[src/rtl/triangle_scheduler.sv]
// rtl/triangle_scheduler.sv - triangle command FIFO, engine issue FSM, screen clear sweep and VGA pixel mux
// Optional zero-area triangle culling: define TRI_SCHED_CULL_EN.
module triangle_scheduler #(
    parameter int         DEPTH        = 4,
    parameter int         SCREEN_W     = 160,
    parameter int         SCREEN_H     = 120,
    parameter logic [2:0] CLEAR_COLOUR = 3'b000
) (
    input  logic        clock,
    input  logic        resetn,
    input  logic        tri_valid,
    output logic        tri_ready,
    input  logic [50:0] tri_data,
    input  logic        clear_req,
    output logic [50:0] eng_data,
    output logic        eng_draw_en,
    input  logic        eng_done,
    input  logic [7:0]  eng_x,
    input  logic [7:0]  eng_y,
    input  logic [2:0]  eng_colour,
    input  logic        eng_plot,
    output logic [7:0]  vga_x,
    output logic [7:0]  vga_y,
    output logic [2:0]  vga_colour,
    output logic        vga_plot,
    output logic        busy,
    output logic        frame_done
);

    localparam int PTR_W = $clog2(DEPTH);
    localparam int CNT_W = PTR_W + 1;

    typedef enum logic [2:0] {
        S_IDLE,
        S_CLEAR,
        S_ISSUE,
        S_ARM,
        S_DRAW
    } state_t;

    state_t             state_q, state_d;
    logic [50:0]        mem_q [DEPTH];
    logic [50:0]        mem_d [DEPTH];
    logic [PTR_W-1:0]   wr_ptr_q, wr_ptr_d;
    logic [PTR_W-1:0]   rd_ptr_q, rd_ptr_d;
    logic [CNT_W-1:0]   count_q, count_d;
    logic               clear_pending_q, clear_pending_d;
    logic [50:0]        eng_data_q, eng_data_d;
    logic [7:0]         clr_x_q, clr_x_d;
    logic [7:0]         clr_y_q, clr_y_d;

    logic               push;
    logic               pop;
    logic               exit_to_idle;
    logic               fifo_empty;
    logic [50:0]        head;
    logic               cull;

    assign head       = mem_q[rd_ptr_q];
    assign fifo_empty = (count_q == '0);
    assign tri_ready  = (count_q != CNT_W'(DEPTH));
    assign push       = tri_valid & tri_ready;

`ifdef TRI_SCHED_CULL_EN
    // Twice the signed area; zero means the three vertices are collinear.
    logic signed [16:0] d_bax, d_cay, d_bay, d_cax;
    logic signed [33:0] area2;

    assign d_bax = $signed({9'd0, head[31:24]}) - $signed({9'd0, head[47:40]});
    assign d_cay = $signed({9'd0, head[7:0]})   - $signed({9'd0, head[39:32]});
    assign d_bay = $signed({9'd0, head[23:16]}) - $signed({9'd0, head[39:32]});
    assign d_cax = $signed({9'd0, head[15:8]})  - $signed({9'd0, head[47:40]});
    assign area2 = (d_bax * d_cay) - (d_bay * d_cax);
    assign cull  = (area2 == '0);
`else
    assign cull = 1'b0;
`endif

    always_comb begin
        state_d         = state_q;
        mem_d           = mem_q;
        wr_ptr_d        = wr_ptr_q;
        rd_ptr_d        = rd_ptr_q;
        count_d         = count_q;
        clear_pending_d = clear_pending_q | clear_req;
        eng_data_d      = eng_data_q;
        clr_x_d         = clr_x_q;
        clr_y_d         = clr_y_q;
        pop             = 1'b0;
        eng_draw_en     = 1'b0;
        exit_to_idle    = 1'b0;

        unique case (state_q)
            S_IDLE: begin
                if (clear_pending_q) begin
                    state_d         = S_CLEAR;
                    clear_pending_d = 1'b0;
                    clr_x_d         = '0;
                    clr_y_d         = '0;
                end else if (!fifo_empty) begin
                    pop = 1'b1;
                    if (!cull) begin
                        eng_data_d = head;
                        state_d    = S_ISSUE;
                    end
                end
            end
            S_CLEAR: begin
                if (clr_x_q == 8'(SCREEN_W - 1)) begin
                    clr_x_d = '0;
                    if (clr_y_q == 8'(SCREEN_H - 1)) begin
                        clr_y_d      = '0;
                        state_d      = S_IDLE;
                        exit_to_idle = 1'b1;
                    end else begin
                        clr_y_d = clr_y_q + 8'd1;
                    end
                end else begin
                    clr_x_d = clr_x_q + 8'd1;
                end
            end
            S_ISSUE: begin
                if (eng_done) begin
                    eng_draw_en = 1'b1;
                    state_d     = S_ARM;
                end
            end
            S_ARM: begin
                state_d = S_DRAW;
            end
            S_DRAW: begin
                if (eng_done) begin
                    state_d      = S_IDLE;
                    exit_to_idle = 1'b1;
                end
            end
            default: begin
                state_d = S_IDLE;
            end
        endcase

        if (push) begin
            mem_d[wr_ptr_q] = tri_data;
            wr_ptr_d        = wr_ptr_q + PTR_W'(1);
        end
        if (pop) begin
            rd_ptr_d = rd_ptr_q + PTR_W'(1);
        end
        unique case ({push, pop})
            2'b10:   count_d = count_q + CNT_W'(1);
            2'b01:   count_d = count_q - CNT_W'(1);
            default: count_d = count_q;
        endcase
    end

    always_ff @(posedge clock or negedge resetn) begin
        if (!resetn) begin
            state_q         <= S_IDLE;
            for (int i = 0; i < DEPTH; i++) begin
                mem_q[i] <= '0;
            end
            wr_ptr_q        <= '0;
            rd_ptr_q        <= '0;
            count_q         <= '0;
            clear_pending_q <= 1'b0;
            eng_data_q      <= '0;
            clr_x_q         <= '0;
            clr_y_q         <= '0;
        end else begin
            state_q         <= state_d;
            mem_q           <= mem_d;
            wr_ptr_q        <= wr_ptr_d;
            rd_ptr_q        <= rd_ptr_d;
            count_q         <= count_d;
            clear_pending_q <= clear_pending_d;
            eng_data_q      <= eng_data_d;
            clr_x_q         <= clr_x_d;
            clr_y_q         <= clr_y_d;
        end
    end

    // The clear sweep owns the pixel port; the engine may only write while drawing.
    always_comb begin
        if (state_q == S_CLEAR) begin
            vga_x      = clr_x_q;
            vga_y      = clr_y_q;
            vga_colour = CLEAR_COLOUR;
            vga_plot   = 1'b1;
        end else begin
            vga_x      = eng_x;
            vga_y      = eng_y;
            vga_colour = eng_colour;
            vga_plot   = eng_plot & (state_q == S_DRAW);
        end
    end

    assign eng_data   = eng_data_q;
    assign busy       = (state_q != S_IDLE) | !fifo_empty | clear_pending_q;
    assign frame_done = exit_to_idle & fifo_empty & !push & !clear_pending_q;

endmodule

[config.mk]
export PLATFORM = sky130hd
export DESIGN_NAME = triangle_scheduler
export DESIGN_NICKNAME = d
export VERILOG_FILES = /design/src/rtl/triangle_scheduler.sv
export SDC_FILE = /design/constraint.sdc
export NUM_CORES = 1
export LEC_CHECK = 0
export ABC_AREA = 1
export ABC_CLOCK_PERIOD_IN_PS = 4120
export CORE_MARGIN = 2
export CORE_UTILIZATION = 61
export DETAILED_ROUTE_END_ITERATION = 6
export GPL_TIMING_DRIVEN = 0
export PLACE_DENSITY_LB_ADDON = 0.12
export SETUP_SLACK_MARGIN = 0.1
export SLEW_MARGIN = 10
export SYNTH_ARGS = -nofsm -noshare
export SYNTH_HDL_FRONTEND = slang
export SYNTH_SLANG_ARGS = --single-unit
[constraint.sdc]
create_clock -name clock -period 4.12 [get_ports clock]
set_input_delay 1.236 -clock clock [delete_from_list [all_inputs] [get_ports clock]]
set_output_delay 1.236 -clock clock [all_outputs]
set_load 0.01 [all_outputs]
==> impl_metrics.csv <==
group,metric,value,unit
finish,drive_above_1_share,0.0797,
setup_path,cp_max_fo,2,
synthesis,post_synth_main_area_contributors,"sky130_fd_sc_hd__dfrtp_1 54%, sky130_fd_sc_hd__nand2_1 16%, sky130_fd_sc_hd__o21ai_0 8.2%",
clock_network,cts.root.buffer_cell,"sky130_fd_sc_hd__clkbuf_16",
clock_network,clock-sinks,282,
finish,area_delta_synth_final,22.2,%
setup_path,reg2reg_from,"state_q[1]$_DFFE_PN0P_",
min_path,timing.hold.worst.start,"mem_q[70]$_DFFE_PN0P_",
detailed_routing,drt_drc_violations_left,0,
floorplanning,floorplan_die_width,151,um
synthesis,postSynthNetCount,1733,
sta,fin_worst_skew,0.0159,ns
power,combinationalPowerShare,0.380,
synthesis,yosys-mux-area-fraction,0,
floorplanning,core.rowCount,53,
power,leakage_power_figure,7.77,nW
detailed_routing,route.detailed.vias_per_inst,5.78,
global_route,grt_start_max_net_pins,87,
power,power.sequential.fraction,0.386,
sta,post-route-period-util,0.933,
detailed_routing,ant_nets,0,
power,internal_power,7.11,mW
synthesis,ys_dominant_reg_cell,"sky130_fd_sc_hd__dfrtp_1",
sta,final_setup_violation_count,0,
min_path,worst_hold_path.num_cells,2,
power,netSwitchingFraction,0.386,
floorplanning,design.portCount,151,
setup_path,worstSetupEndpointType,"primary output",
floorplanning,start_util,0.624,
synthesis,synth-edff-count,0,
synthesis,netlist-cell-type-count,32,
finish,diodes,0,
clock_network,cts_buffers,29,
synthesis,yosys.area.top_type_share,0.536,
placed_design,dp_hpwl,24.7,mm
detailed_routing,postRouteWirelength,37.3,mm
clock_network,cts-root-to-sink-buffers,3,
global_route,grt.overflow.total,0,
clock_network,worstSkewPairLatency,0.56,ns
min_path,worstHoldEndpoint,"mem_q[70]$_DFFE_PN0P_",
power,clock_power_share,0.235,
detailed_routing,route.vias.total,12300,
global_route,antenna_found_initial,0,
sta,maxSlewViolCount,0,
floorplanning,area_of_the_core,21100,um2
floorplanning,dieArea,22800,um2
sta,timing.slew.headroom,0.573,
detailed_routing,first_iter_violations,1257,
power,pwr_density_cell,720,nW/um2
synthesis,postSynthCellCount,1649,
placed_design,port_buffers,150,
synthesis,post_synth_simple_gate_area,0.210,
finish,final.fill_count,1576,
synthesis,syn_avg_cell_area,7.98,um2
power,vdd.ir_drop.worst,0.466,mV
finish,design_area,16100,um2
placed_design,placed_area,15100,um2
sta,worst_slew_pin_slew,0.641,ns
global_route,grt_first_pass_wirelength,59.7,mm
setup_path,startpoint,"tri_valid",
synthesis,proportion_of_register_bits_with_asynchronous_set_or_reset_after_synthesis,1.00,
synthesis,netlist_area,13200,um2
placed_design,gp_congestion,0.925,
sta,timing_hold_violations_final,0,
synthesis,postSynthRegisterBits,282,
synthesis,synth-compound-area-share,0.172,
synthesis,yosys.cell_count.top_type,"sky130_fd_sc_hd__nand2_1",
sta,grt_setup_unrepaired,"false",
clock_network,htree_num_levels,1,
synthesis,netlist.top_cell.by_area,"sky130_fd_sc_hd__dfrtp_1",
power,total_switching_power,4.47,mW
detailed_routing,mean_routed_wirelength_per_cell,17.5,um
clock_network,cts.clk_slew.worst_paths,0.06,ns
finish,multi_input_gate_area_in_the_final_layout,5180,um2
clock_network,postCtsHoldBufs,0,
global_route,number_of_global_route_vias_before_repair,12000,
clock_network,postCtsSetupBuffers,0,
placed_design,pre_cts_ws,0.277,ns
clock_network,post_cts.resized_instances,0,
setup_path,critical_path.startpoint_type,"input port",
run_status,status,"finished clean",
clock_network,tritoncts_clock_tree,"yes",
sta,period_needed,3.85,ns
synthesis,dominant_combinational_cell_family_by_area_after_synthesis,"simple AND/OR/NAND/NOR gates",
floorplanning,chip_height,151,um
setup_path,worst-r2r-cell-count,12,
finish,sequential_cell_area,7060,um2
sta,fmax,0.260,GHz
finish,nets,1917,
setup_path,worst-endpoint-required,2.88,ns
synthesis,yosys.area_share.xor_xnor,0.00333,
setup_path,worst_ep_arrival_time,2.61,ns
synthesis,synthesis.yosys.warnings,0,
global_route,globalRouteTotalUtil,0.332,
setup_path,setup.worst_path.class,"in2out",
min_path,hold_class,"reg2reg",
setup_path,rr_endpoint,"count_q[2]$_DFFE_PN0P_",
synthesis,synthAdderAreaFrac,0.00818,
sta,fin_ws,0.274,ns
flow_run,drv_cap,0,
synthesis,synth_commonest_cells,"577 x sky130_fd_sc_hd__nand2_1, 282 x sky130_fd_sc_hd__dfrtp_1, 216 x sky130_fd_sc_hd__o21ai_0",
setup_path,reg2reg_slack,1.58,ns
synthesis,synth_seq_area_share,0.536,
detailed_routing,drt_pre_antenna_iters,5,
## cell families (layout without fill, tap and decap cells)
kind of cell,count (synthesis),after routing
adder cells (fa/ha/maj),8,8
flip-flops,282,282
AND/OR/NAND/NOR,702,702
buffers and inverters,205,412
AO/OA/AOI/OAI,447,447
XOR/XNOR,5,5
## critical path, stage by stage
cell and delay, ns:
sky130_fd_sc_hd__clkdlybuf4s50_1 0.46, sky130_fd_sc_hd__nor2_1 0.11, sky130_fd_sc_hd__nand2_1 0.08, sky130_fd_sc_hd__a21oi_1 0.17, sky130_fd_sc_hd__clkdlybuf4s50_1 0.56
## cell usage in the layout, fill, tap and decap left out, drive strengths merged, types with 7 or more instances in the layout
cell	n
nand2	590
o21ai	388
dfrtp	282
clkdlybuf4s50	149
inv	98
nor2	85
clkbuf	79
buf	75
a21oi	55
nand3	22
ha	7
clkinv	7
## power by group through the flow
stage                     clock (mW)  combinational [mW]  sequential, mW
final                           2.72                4.40            4.47
after global routing            2.84                4.89            4.58
after CTS                       2.73                4.34            4.45
after detailed placement           0                4.27            4.49
after global placement             0                4.11            4.45
after floorplan                    0                2.71            4.41
## final cells by class
type / count / area share
repair buffers: 153 / 0.0988
flip-flops and latches: 282 / 0.439
clock inverters: 11 / 0.00848
plain buffers: 107 / 0.0340
well taps: 275 / 0.0214
inverters: 98 / 0.0233
clock buffers: 43 / 0.0528
multi-input cells: 1162 / 0.322
## state kept, by name, indices dropped and copies added, names as in the netlist
| name | count |
|---|---|
| clr_y_q | 8 |
| clear_pending_q | 1 |
| eng_data | 51 |
| count_q | 3 |
| state_q | 3 |
| rd_ptr_q | 2 |
| clr_x_q | 8 |
| mem_q | 204 |
| wr_ptr_q | 2 |
## worst max path at each step
stage	end	slack, ns	depth (start not counted)
finish	frame_done	0.27	5
global route	frame_done	0.11	8
detailed placement	frame_done	0.28	5
CTS	frame_done	0.27	5
global placement	eng_data[39]$_DFFE_PN0P_	-10.30	1
floorplan	frame_done	1.31	3
## metal layers
layer	track usage	up-vias	share of wire
met3	0.0560	109	0.092
met1	0.445	5859	0.38
met5	0	-	0
met4	0.118	0	0.033
li1	-	5659	-
met2	0.550	689	0.49
## through the flow
stage / setup TNS [ns] / hold WS, ns / instances / total power, mW / utilization
2_1_floorplan: 0 / 0.442 / 1649 / 7.11 / -
6_report: 0 / 0.476 / 2131 / 11.6 / 0.762
4_1_cts: 0 / 0.475 / 2131 / 11.5 / 0.762
5_1_grt: 0 / 0.494 / 2131 / 12.3 / 0.762
3_3_place_gp: -2898.05 / 0.455 / 2074 / 8.55 / 0.711
3_5_place_dp: 0 / 0.462 / 2077 / 8.75 / 0.716
Power figures use the tool's default switching activity.
